### src/rtl/pipe_ctrl_pkg.sv
// pipe_ctrl_pkg: shared types, forwarding encodings and the scoreboard match helper.
package pipe_ctrl_pkg;

    localparam logic [1:0] FWD_REG  = 2'b00;
    localparam logic [1:0] FWD_MEM  = 2'b01;
    localparam logic [1:0] FWD_WB   = 2'b10;
    localparam logic [4:0] REG_ZERO = 5'd0;

    typedef struct packed {
        logic       valid;
        logic [4:0] rd;
        logic       reg_write;
        logic       is_load;
    } sb_entry_t;

    function automatic logic sb_match(sb_entry_t e, logic [4:0] rs, logic uses);
        return e.valid & e.reg_write & (e.rd != REG_ZERO) & (e.rd == rs) & uses;
    endfunction

endpackage

### src/rtl/hazard_scoreboard.sv
// hazard_scoreboard: EX/MEM/WB destination tracking and source-register match flags.
// The WB entry only ever feeds the register file, so no output depends on it.
module hazard_scoreboard
    import pipe_ctrl_pkg::*;
(
    input  logic       clk,
    input  logic       reset,
    input  logic       advance,
    input  logic       issue,
    input  sb_entry_t  id_e,
    input  logic [4:0] rs1,
    input  logic [4:0] rs2,
    input  logic       uses_rs1,
    input  logic       uses_rs2,
    output sb_entry_t  ex_e,
    output sb_entry_t  mem_e,
    output logic       ex_m1,
    output logic       ex_m2,
    output logic       mem_m1,
    output logic       mem_m2
);

    always_ff @(posedge clk) begin
        if (reset) begin
            ex_e  <= '0;
            mem_e <= '0;
        end else if (advance) begin
            mem_e <= ex_e;
            ex_e  <= issue ? id_e : '0;
        end
    end

    assign ex_m1  = sb_match(ex_e, rs1, uses_rs1);
    assign ex_m2  = sb_match(ex_e, rs2, uses_rs2);
    assign mem_m1 = sb_match(mem_e, rs1, uses_rs1);
    assign mem_m2 = sb_match(mem_e, rs2, uses_rs2);

endmodule

### src/rtl/hazard_ctrl.sv
// hazard_ctrl: stall/flush/freeze generation, registered EXE forwarding selects and stall counter.
module hazard_ctrl
    import pipe_ctrl_pkg::*;
#(
    parameter int STALL_CNT_W = 16
) (
    input  logic                   clk,
    input  logic                   reset,
    input  logic                   id_valid,
    input  logic [4:0]             id_rs1,
    input  logic [4:0]             id_rs2,
    input  logic                   id_uses_rs1,
    input  logic                   id_uses_rs2,
    input  logic [4:0]             id_rd,
    input  logic                   id_reg_write,
    input  logic                   id_is_load,
    input  logic                   id_is_branch,
    input  logic                   id_branch_taken,
    input  logic                   mem_req,
    input  logic                   mem_ready,
    output logic                   stall_if,
    output logic                   stall_id,
    output logic                   flush_id,
    output logic                   bubble_ex,
    output logic                   freeze_all,
    output logic [1:0]             fwd_a,
    output logic [1:0]             fwd_b,
    output logic [STALL_CNT_W-1:0] stall_count
);

    sb_entry_t ex_e, mem_e, id_e;
    logic      ex_m1, ex_m2, mem_m1, mem_m2;
    logic      load_use, br_hz, hz, issue;
    logic [1:0] sel_a, sel_b;

    assign id_e = '{valid: 1'b1, rd: id_rd, reg_write: id_reg_write, is_load: id_is_load};

    hazard_scoreboard u_sb (
        .clk      (clk),
        .reset    (reset),
        .advance  (~freeze_all),
        .issue    (issue),
        .id_e     (id_e),
        .rs1      (id_rs1),
        .rs2      (id_rs2),
        .uses_rs1 (id_uses_rs1),
        .uses_rs2 (id_uses_rs2),
        .ex_e     (ex_e),
        .mem_e    (mem_e),
        .ex_m1    (ex_m1),
        .ex_m2    (ex_m2),
        .mem_m1   (mem_m1),
        .mem_m2   (mem_m2)
    );

    // Decode-stage compares cannot take forwarded EXE data, so any ex producer stalls a branch.
    assign freeze_all = mem_req & ~mem_ready;
    assign load_use   = ex_e.is_load & (ex_m1 | ex_m2);
    assign br_hz      = id_is_branch & (ex_m1 | ex_m2 | (mem_e.is_load & (mem_m1 | mem_m2)));
    assign hz         = ~freeze_all & (load_use | br_hz);
    assign issue      = id_valid & ~hz;

    assign stall_if  = hz | freeze_all;
    assign stall_id  = hz | freeze_all;
    assign bubble_ex = hz;
    assign flush_id  = id_valid & id_is_branch & id_branch_taken & ~hz & ~freeze_all;

    assign sel_a = ex_m1 ? FWD_MEM : mem_m1 ? FWD_WB : FWD_REG;
    assign sel_b = ex_m2 ? FWD_MEM : mem_m2 ? FWD_WB : FWD_REG;

    always_ff @(posedge clk) begin
        if (reset) begin
            fwd_a       <= FWD_REG;
            fwd_b       <= FWD_REG;
            stall_count <= '0;
        end else begin
            if (!freeze_all) begin
                fwd_a <= issue ? sel_a : FWD_REG;
                fwd_b <= issue ? sel_b : FWD_REG;
            end
            if (stall_if && !(&stall_count))
                stall_count <= stall_count + STALL_CNT_W'(1);
        end
    end

endmodule

### config.mk
export PLATFORM = sky130hd
export DESIGN_NAME = hazard_ctrl
export DESIGN_NICKNAME = d
export VERILOG_FILES = /design/src/rtl/pipe_ctrl_pkg.sv /design/src/rtl/hazard_scoreboard.sv /design/src/rtl/hazard_ctrl.sv
export SDC_FILE = /design/constraint.sdc
export NUM_CORES = 1
export LEC_CHECK = 0
export ABC_AREA = 0
export BUFFER_PORTS_ARGS = -buffer_cell sky130_fd_sc_hd__buf_2
export CELL_PAD_IN_SITES_DETAIL_PLACEMENT = 1
export CELL_PAD_IN_SITES_GLOBAL_PLACEMENT = 1
export CORE_MARGIN = 8
export CORE_UTILIZATION = 39
export CTS_BUF_LIST = sky130_fd_sc_hd__clkbuf_4 sky130_fd_sc_hd__clkbuf_8
export DETAILED_ROUTE_END_ITERATION = 16
export PLACE_DENSITY = 0.83
export SYNTH_ARGS = -nofsm -noshare
export SYNTH_HDL_FRONTEND = slang
export SYNTH_SLANG_ARGS = --single-unit
### constraint.sdc
create_clock -name clk -period 2.65 [get_ports clk]
set_input_delay 0.53 -clock clk [delete_from_list [all_inputs] [get_ports clk]]
set_output_delay 0.53 -clock clk [all_outputs]
set_load 0.1 [all_outputs]
==> run summary <==
placed instance area - 2260 µm²
Post-synth ARST share - 0
final hold violations - 0
Avg Inst Size Synth - 8.36 µm²
Die Span Y - 84.1 µm
GRT met2 Usage - 0.312
Boundary Pins - 51
proportion of layout cells with a drive suffix above 1 - 0.363
Least-Margin Pin Slew - 0.494 ns
Worst Path Max Fanout - 3
vias post-DR - 1893
Bufs on Longest Clock Path - 2
Final Skew - 0.00896 ns
Final Instance Area - 2540 µm²
clock-pin slew on the worst setup and hold paths - 0.08 ns
first-pass GRT wire length - 10600 µm
Routed WL - 6540 µm
routing usage on met1 - 0.213
# DRC - 0
initial antenna violation count - 0
Max Cap Viol - 0
Synth Instances - 216
Root Buffer - clkbuf_8
total track usage - 0.181
DP Cell Count - 320
CTS tree - yes
CTS Sinks - 36
met3 GRT Util - 0.0371
Worst slew margin - 0.673
die area - 7070 µm²
Non-Filler Instances - 333
synth unique cells - 38
Final Worst Setup Slack - -0.0426 ns
TritonCTS Buffers - 5
Worst setup EP type - output pin
Row Count - 24
fin crit period - 2.69 ns
count leader, synth - dfxtp_1
pin count of the biggest net entering global routing - 22
Post-Syn Area - 1810 µm²
antenna-violating nets left - 0
Slew Limit Fails - 0
GRT overflow - 0
H-tree levels - 2
violated checks - negative setup slack
Crit path largest cell delay - 0.36 ns
Initial Util - 0.409
crit path launch type - flop
CORE AREA - 4410 µm²
Critical-path top delay cell - dfxtp_4
Leak - 1.08 nW
Yosys top cell by area - dfxtp_1
post-detail-place hpwl - 4280 µm
Worst-Skew Late Latency - 0.29 ns
vias per cell - 5.68
crit-path cells - buf_12 > xor2_2 > nor4_2 > nand3_1 > a21o_4 > buf_6 > buf_6 > a21oi_4 > buf_12
drt pass-1 iters - 4
initial DRC count - 93
Synth Warn # - 0
Layout area overhead - 40.7%
sequential area share after synthesis - 0.399
Syn Nets - 243
vias in the first global route - 2036
unrepaired setup endpoints after global routing - true
buffers added on ports - 50
Die Wd - 84.1 µm
Peak VDD IR - 0.391 mV
WS Path Type - reg -> out
Avg WL per Cell - 19.6 µm
HP Class - in -> reg
# diodes - 0
Worst path top cell family by delay - buffers and inverters
status - finished, violations left
Area contributors post-synth - dfxtp_1, xor2_1, a21oi_1
Synth Flop Type - dfxtp_1
Yosys reg bits - 36
Critical Path RT - 2.12 ns
Final period util - 1.02
routability congestion estimate from global placement - 0.880
Post-synth EDFFs - 0
Final setup viols - 4
Max Freq - 371 MHz
most used routing layer - met2
worst path arrival time - 2.16 ns
count of buffer and inverter cells on the critical path - 4
Synth top cells by count - dfxtp_1, a21oi_1, nand2_1, nor2_1, xor2_1
Power per Cell Area - 562 nW/µm²
top-area cell type share of the netlist area - 0.399
final net count - 307
## state kept, by name, summed over array words and instances, names as in the netlist
signal,count
fwd_b,2
stall_count,16
fwd_a,2
u_sb.mem_e,8
u_sb.ex_e,8
## layer usage
metal  share of wire  vias to the layer above
met5               0                        -
met4           0.024                        0
met3           0.028                       16
li1                -                      899
met2            0.51                       47
met1            0.44                      931
## cell usage in the layout (no fill, tap or decap), types with 3 or more instances in the layout
| cell type | Yosys | layout |
|---|---|---|
| or3_1 | 8 | 7 |
| inv_1 | 4 | 4 |
| xor2_1 | 17 | 16 |
| bufinv_16 | 0 | 3 |
| nor2b_1 | 3 | 3 |
| and3_1 | 7 | 6 |
| dfxtp_1 | 36 | 29 |
| o31ai_1 | 3 | 3 |
| clkbuf_8 | 0 | 5 |
| buf_2 | 2 | 45 |
| and2_1 | 3 | 3 |
| buf_4 | 1 | 15 |
| a22oi_1 | 9 | 9 |
| nand3_1 | 13 | 11 |
| nor2_1 | 21 | 21 |
| xnor2_1 | 4 | 4 |
| dfxtp_2 | 0 | 5 |
| buf_12 | 0 | 6 |
| nand2_1 | 21 | 21 |
| a21oi_1 | 22 | 20 |
| o21ai_0 | 8 | 8 |
## worst paths after layout
path                  from        endpoint  cells past startpoint  slack [ns]
max          u_sb.mem_e[6]       bubble_ex                      9       -0.04
min               id_rd[2]    u_sb.ex_e[4]                      3        0.49
max reg2reg  u_sb.mem_e[6]  stall_count[9]                     10        0.07
min reg2reg  u_sb.mem_e[5]   u_sb.mem_e[5]                      2        0.50
## worst min-delay path, cell delays in order
cell     delay [ns]
buf_2          0.07
a22oi_1        0.05
nor2_1         0.08
## kinds of logic (layout without fill, tap and decap cells)
family,Yosys count,after routing,synth area share
fa+ha+maj,1,1,0.00692
simple gates,90,90,0.254
buf+inv,15,80,0.0388
mux,3,3,0.0180
compound gates,50,50,0.181
flops,36,36,0.399
xor+xnor,21,21,0.102
## repair_timing
item	4_1_cts	5_1_grt
hold buffers	0	0
pin swaps	9	12
hold endpoints to repair	0	0
endpoints found under the setup margin	3	10
buffers inserted	5	0
gates resized for setup	10	9
## final cells by class
class | instances | area (µm²)
fillers | 528 | 1870
multi-input cells | 165 | 1090
flip-flops and latches | 36 | 734
repair buffers | 68 | 480
clock inverters | 3 | 90.1
clock buffers | 5 | 68.8
well taps | 52 | 65.1
inverters | 4 | 15.0
## report_power, final
group	internal, W	total, W	switching [W]
sequential	0.000551	0.000568	0.0000166
clock	0.000471	0.000686	0.000215
combinational	0.0000659	0.000174	0.000109
## metrics by stage
step	total power (W)	hold WS [ns]	setup TNS (ns)	util	setup WS, ns
after global placement	0.000738	0.445	-0.000551	0.512	-0.000551
after global routing	0.00147	0.500	-0.407	0.576	-0.118
after detailed placement	0.000742	0.450	-0.0569	0.512	-0.0319
after CTS	0.00143	0.485	-0.103	0.565	-0.0591
final	0.00143	0.486	-0.105	0.576	-0.0426
after floorplan	0.000677	0.432	-0.182	-	-0.0970
Note: power is estimated with default switching activity, not from simulation.
